### config.mk
export PLATFORM = sky130hd
export DESIGN_NAME = pc_seq_unit
export DESIGN_NICKNAME = d
export VERILOG_FILES = /design/src/rtl/pc_seq_unit.sv
export SDC_FILE = /design/constraint.sdc
export NUM_CORES = 1
export LEC_CHECK = 0
export BUFFER_PORTS_ARGS = -buffer_cell sky130_fd_sc_hd__buf_4
export CORE_MARGIN = 3
export CORE_UTILIZATION = 48
export CTS_CLUSTER_DIAMETER = 100
export DETAILED_ROUTE_END_ITERATION = 10
export GPL_ROUTABILITY_DRIVEN = 0
export HOLD_SLACK_MARGIN = 0.05
export PLACE_DENSITY = 0.87
export SYNTH_ARGS = -nofsm -noshare
export SYNTH_HDL_FRONTEND = slang
export SYNTH_SLANG_ARGS = --single-unit
### constraint.sdc
create_clock -name clk -period 2.71 [get_ports clk]
set_clock_uncertainty 0.05 [all_clocks]
set_input_delay 0.1355 -clock clk [delete_from_list [all_inputs] [get_ports clk]]
set_output_delay 0.1355 -clock clk [all_outputs]
set_load 0.03 [all_outputs]
### src/rtl/pc_seq_unit.sv
// Fetch-stage PC: priority next-PC select, stall, halt/resume FSM.
// Optional return-address stack enabled by defining PC_RAS_EN.
module pc_seq_unit #(
  parameter int unsigned       ADDR_W    = 32,
  parameter logic [ADDR_W-1:0] RESET_PC  = 32'h00000000,
  parameter logic [ADDR_W-1:0] EXC_VEC   = 32'h00000380,
  parameter int unsigned       INC       = 4,
  parameter int unsigned       RAS_DEPTH = 4
) (
  input  logic              clk,
  input  logic              rst,
  input  logic              pc_we,
  input  logic              halt_i,
  input  logic              resume_i,
  input  logic              exc_en,
  input  logic              br_taken,
  input  logic [ADDR_W-1:0] br_addr,
  input  logic              jmp_en,
  input  logic [ADDR_W-1:0] jmp_addr,
  input  logic              call_i,
  input  logic              ret_i,
  output logic [ADDR_W-1:0] pc,
  output logic              ce,
  output logic [ADDR_W-1:0] next_pc,
  output logic              halted,
  output logic              ras_empty,
  output logic              ras_err
);

  typedef enum logic [1:0] {BOOT, RUN, HALTED} state_e;

  state_e            state_q, state_d;
  logic [ADDR_W-1:0] pc_q, pc_d;
  logic              ce_q, ce_d;
  logic [ADDR_W-1:0] seq_pc, pc_nxt;

  function automatic logic [ADDR_W-1:0] align(
    input logic [ADDR_W-1:0] a
  );
    return {a[ADDR_W-1:2], 2'b00};
  endfunction

  assign seq_pc = pc_q + ADDR_W'(INC);

`ifdef PC_RAS_EN
  localparam int unsigned PW = $clog2(RAS_DEPTH);

  logic [ADDR_W-1:0] ras_q [RAS_DEPTH];
  logic [PW-1:0]     ptr_q;
  logic [PW:0]       cnt_q;
  logic              err_q;
  logic [PW-1:0]     top_idx;
  logic              adv, ras_hit, do_pop, do_push;
  logic              full, ovf, unf;

  // ptr_q is the next free slot; the top sits one below it
  assign top_idx = ptr_q - 1'b1;
  assign ras_hit = ret_i && (cnt_q != '0);
  assign adv     = (state_q == RUN) && pc_we
                && !exc_en && !halt_i;
  assign do_pop  = adv && ras_hit;
  assign do_push = adv && call_i;
  assign full    = (cnt_q == (PW+1)'(RAS_DEPTH));
  assign ovf     = do_push && !do_pop && full;
  assign unf     = adv && ret_i && !ras_hit;

  always_ff @(posedge clk or negedge rst) begin
    if (!rst) begin
      ptr_q <= '0;
      cnt_q <= '0;
      err_q <= 1'b0;
      for (int i = 0; i < int'(RAS_DEPTH); i++)
        ras_q[i] <= '0;
    end else begin
      err_q <= ovf | unf;
      if (do_push && do_pop) begin
        ras_q[top_idx] <= seq_pc;
      end else if (do_push) begin
        ras_q[ptr_q] <= seq_pc;
        ptr_q        <= ptr_q + 1'b1;
        if (!full)
          cnt_q <= cnt_q + 1'b1;
      end else if (do_pop) begin
        ptr_q <= top_idx;
        cnt_q <= cnt_q - 1'b1;
      end
    end
  end

  assign ras_empty = (cnt_q == '0);
  assign ras_err   = err_q;
`else
  logic unused_ras;
  assign unused_ras = call_i | ret_i;
  assign ras_empty  = 1'b1;
  assign ras_err    = 1'b0;
`endif

  always_comb begin
    pc_nxt = seq_pc;
    if (exc_en)
      pc_nxt = align(EXC_VEC);
`ifdef PC_RAS_EN
    else if (ras_hit)
      pc_nxt = align(ras_q[top_idx]);
`endif
    else if (br_taken)
      pc_nxt = align(br_addr);
    else if (jmp_en)
      pc_nxt = align(jmp_addr);
  end

  always_comb begin
    state_d = state_q;
    pc_d    = pc_q;
    ce_d    = ce_q;
    unique case (state_q)
      BOOT: begin
        state_d = RUN;
        ce_d    = 1'b1;
      end
      RUN: begin
        if (exc_en) begin
          pc_d = pc_nxt;
        end else if (pc_we) begin
          if (halt_i) begin
            state_d = HALTED;
            ce_d    = 1'b0;
          end else begin
            pc_d = pc_nxt;
          end
        end
      end
      HALTED: begin
        if (exc_en) begin
          state_d = RUN;
          ce_d    = 1'b1;
          pc_d    = pc_nxt;
        end else if (resume_i) begin
          state_d = RUN;
          ce_d    = 1'b1;
        end
      end
      default: begin
        state_d = BOOT;
        ce_d    = 1'b0;
      end
    endcase
  end

  always_ff @(posedge clk or negedge rst) begin
    if (!rst) begin
      state_q <= BOOT;
      pc_q    <= RESET_PC;
      ce_q    <= 1'b0;
    end else begin
      state_q <= state_d;
      pc_q    <= pc_d;
      ce_q    <= ce_d;
    end
  end

  assign pc      = pc_q;
  assign ce      = ce_q;
  assign next_pc = pc_nxt;
  assign halted  = (state_q == HALTED);

endmodule

# Yosys cells after proc, flatten, opt, wreduce, memory -nomap -nowiden
# Index checks and enable logic that the tools add are counted.
[op_classes] addsub=1 n_eq_ne=9 n_mux=20 reduce_logical=4
[ops] cell="two-way mux 32 bit" n=7
[ops] cell="case mux 32 bit (2 select lines)" n=1
[ops] cell="adder 32 x 3 -> 32 bit (second input constant)" n=1
[ops] cell="two-way mux 2 bit" n=5
[ops] cell="!= test 3 bit (second input constant)" n=3
[ops] cell="!= test 2 bit (second input constant)" n=4
[ops] cell="AND reduction 4 bit" n=2
[ops] cell="case mux 2 bit (3 select lines)" n=1
[ops] cell="two-way mux 1 bit" n=5
[ops] cell="case mux 1 bit (3 select lines)" n=1
[ops] cell="equality test 2 x 1 -> 1 bit (second input constant)" n=1
[ops] cell="equality test 2 bit (second input constant)" n=1
[ops] cell="logical NOT 2 bit" n=1
[ops] cell="nonzero test 2 bit" n=1
[totals] ff_bits=35 in_bits=74 output_inout_bits=68

# Logic depth before layout (Yosys ltp)
[depth] depth_word=8 depth_mapped=8 mapped_depth_nobuf=6

# Worst setup path after synthesis
# OpenSTA, ideal clock, no wires.
[synth_path] path_type="reg2out" from="register pc_q[12] (netlist: pc[12])" to="output next_pc[25]" t_arrival_ps=2636 required_time_ps=2525 path_slack_ps=-112 path_stages_with_launch=8 path_buffers=2 cell_sequence="dfrtp_1 -> buf_4 -> nand4_1 -> or4_1 -> buf_6 -> nor4_4 -> xnor2_1 -> a21boi_0"
[synth_via] elab_chain_cells=4
[synth_lines] item="start, declared" line="33" text="logic [ADDR_W-1:0] pc_q, pc_d;"
[synth_lines] item="start signal, assigned" line="158" text="pc_q <= pc_d;"
[synth_lines] item="adder 32 x 3 -> 32 bit" line="43" text="assign seq_pc = pc_q + ADDR_W'(INC);"
[synth_lines] item="two-way mux 32 bit" line="109" text="else if (jmp_en)"
[synth_lines] item="two-way mux 32 bit" line="107" text="else if (br_taken)"
[synth_lines] item="two-way mux 32 bit" line="101" text="if (exc_en)"
[synth_lines] item="end, declared" line="24" text="output logic [ADDR_W-1:0] next_pc,"
# No other way between the ends.

# Worst setup path after layout
[layout_path] from="register pc_q[14] (netlist: pc[14])" to="output next_pc[20]"
# Same word-level chain as after synthesis.

==> flow_metrics.env <==
export IMPL_status="finished clean"
export IMPL_ir_worst_vdd_mv=0.2937
export IMPL_setup_viol=0
export IMPL_syn_cell_area_um2=3027
export IMPL_hpwl_um=7530
export IMPL_routed_via_density=6.192
export IMPL_timing_final_crit_share_pct=96.42
export IMPL_dpl_worst_slack_ns=0.2441
export IMPL_cts_root_buf="clkbuf_8"
export IMPL_drive_gt1_share_pct=41.68
export IMPL_setup_slack_ns=0.09705
export IMPL_hold_class="in2reg"
export IMPL_numCtsBuffers=5
export IMPL_fin_nets=561
export IMPL_cp_end_kind="output port"
export IMPL_synthesis_nets=432
export IMPL_r2r_slack_ns=0.39
export IMPL_cts_sinks=34
export IMPL_path_class="reg2out"
export IMPL_p_leak_nw=1.903
export IMPL_die_area_um2=7294
export IMPL_diodes=0
export IMPL_max_slew_margin_pct=61.85
export IMPL_drcViolationCount=0
export IMPL_worstPathArrival_ns=2.43
export IMPL_synth_cell_types=62
export IMPL_rr_worst_depth=6
export IMPL_synth_area_leaders="dfrtp_1, nor4_4, xnor2_1"
export IMPL_ys_flop_type="dfrtp_1"
export IMPL_hold_ws_ns=0.08022
export IMPL_power_density_nw_per_um2=537.4
export IMPL_r2r_end="pc[31]$_DFFE_PN0P_"
export IMPL_synth_seq_area_share_pct=28.11
export IMPL_synth_largest_area_cell="dfrtp_1"
export IMPL_cts_tree="yes"
export IMPL_worstPathRequired_ns=2.52
export IMPL_synth_edff_count=0
export IMPL_row_count=28
export IMPL_busiest_layer="met2"
export IMPL_grtUsageTotal_pct=28.67
export IMPL_yosysWarnings=0
export IMPL_antenna_found_initial=0
export IMPL_die_y_um=85.41
export IMPL_grtUsageMet3_pct=6.893
export IMPL_totalWireLength_um=10610
export IMPL_clock_latency_ns=0.30
export IMPL_grt_ovfl_total=0
export IMPL_crit_fanout=17
export IMPL_final_setup_tns_ns=0
export IMPL_final_hold_viol_count=0
export IMPL_synthArstFlopShare_pct=100.0
export IMPL_yosysMostFrequentCell="dfrtp_1"
export IMPL_drt_iter0_markers=209
export IMPL_grt_max_degree=35
export IMPL_grtUsageMet1_pct=37.82
export IMPL_slew_viol_final=0
export IMPL_syn_area_per_cell_um2=8.478
export IMPL_syn_inst=357
export IMPL_via_count=3480
export IMPL_drt_pass1_iterations=5
export IMPL_drv_cap=0
export IMPL_place_port_buffers=133
export IMPL_gr_usage_met2_pct=45.90
export IMPL_start_kind="flop"
export IMPL_start_util_pct=50.23
export IMPL_grt_pass1_wl_um=16830
export IMPL_wl_per_cell_um=18.88
export IMPL_min_period_ns=2.613
export IMPL_synth_common_cells="dfrtp_1, nand2_1, nor2_1"
export IMPL_clk_path_buf_depth=2
export IMPL_setup_worst_path_end="next_pc[20]"
export IMPL_r2r_start="pc[14]$_DFFE_PN0P_"
export IMPL_die_x_um=85.41
export IMPL_synth_top_area_share_pct=28.11
export IMPL_utilization_pct=71.12
export IMPL_timing_fmax_mhz=382.7
export IMPL_coreArea_um2=6026
export IMPL_ys_seq_elements=34
export IMPL_clk_pin_slew_ns=0.08
export IMPL_ios=142
export IMPL_area_growth_pct=41.59
export IMPL_crit_start="pc[14]$_DFFE_PN0P_"
export IMPL_grt_pass1_vias=3409
export IMPL_antenna_left=0
export IMPL_htreeDepth=2
export IMPL_tightest_slew_ns=0.5679
export IMPL_power_mw=2.303
[cell families (layout without fill, tap and decap cells)]
family | Yosys count | in the layout | share of synthesized area, %
simple gates | 125 | 125 | 25.42
compound gates | 115 | 115 | 26.21
buf+inv | 40 | 170 | 6.779
flops | 34 | 34 | 28.11
xor+xnor | 22 | 22 | 6.366
mux | 18 | 18 | 6.449
other cells | 2 | 2 | 0.2481
fa+ha+maj | 1 | 1 | 0.4133
[where the power goes]
part	total, mW	switching, mW	leakage, nW	internal [mW]
Combinational	0.970	0.566	1.41	0.404
Sequential	0.723	0.134	0.423	0.588
Clock	0.610	0.218	0.0714	0.393
Total	2.30	0.918	1.90	1.38
[layout make-up]
cell class / instances / area (µm²)
fillers: 493 / 1740
clock buffers: 6 / 82.58
repair buffers: 150 / 1136
flip-flops and latches: 34 / 858.3
well taps: 75 / 93.84
clock inverters: 2 / 60.06
multi-input cells: 283 / 2009
inverters: 12 / 45.04
[critical path: stages (launching register included)]
cell and delay (ns):
dfrtp_2 0.41, nand4_1 0.12, or4_4 0.56, buf_8 0.19, o31a_2 0.33, o31ai_1 0.20
a21oi_1 0.11, buf_4 0.19
[per-layer routing]
| metal | wire [µm] | share of wire, % |
|---|---|---|
| met5 | 0 | 0 |
| met4 | 218 | 2.1 |
| met3 | 946 | 8.9 |
| met2 | 5185 | 49 |
| met1 | 4259 | 40 |
[repair_timing]
item / in CTS / in global routing
buffers inserted: 1 / 4
endpoints found under the setup margin: 5 / 15
hold buffers: 1 / 0
pin swaps: 1 / 1
resized for setup: 4 / 13
endpoints found under the hold margin: 34 / 0
[sequential cells by signal (all words and copies together), names as in the netlist]
register	flops
ce	1
pc	32
state_q	1
[worst min path at each step]
stage | from | endpoint | cells after the start
after detailed placement | rst | pc[3]$_DFFE_PN0P_ | 1
after global routing | resume_i | ce$_DFFE_PN0P_ | 3
after floorplan | rst | ce$_DFFE_PN0P_ | 0
after CTS | halt_i | state_q[1]$_DFFE_PN0P_ | 3
after global placement | rst | pc[3]$_DFFE_PN0P_ | 1
final | resume_i | ce$_DFFE_PN0P_ | 3
[metrics by stage]
step / cell area (µm²) / std cells
after floorplan: 3030 / 357
after global placement: 4045 / 548
after detailed placement: 4045 / 548
after CTS: 4217 / 558
after global routing: 4285 / 562
final: 4285 / 562
[cells in the final DEF, fill, tap and decap left out, drive strengths merged, types with 7 or more instances in the layout]
cell and n:
dfrtp 34, a31oi 7, inv 11, o21ai 23
nand3 9, o22ai 9, a21oi 20, nand2 29
nor2 26, or3 8, buf 149, xnor2 19
mux2 12, nor3 10, nor4 16
Power figures use the tool's default switching activity.
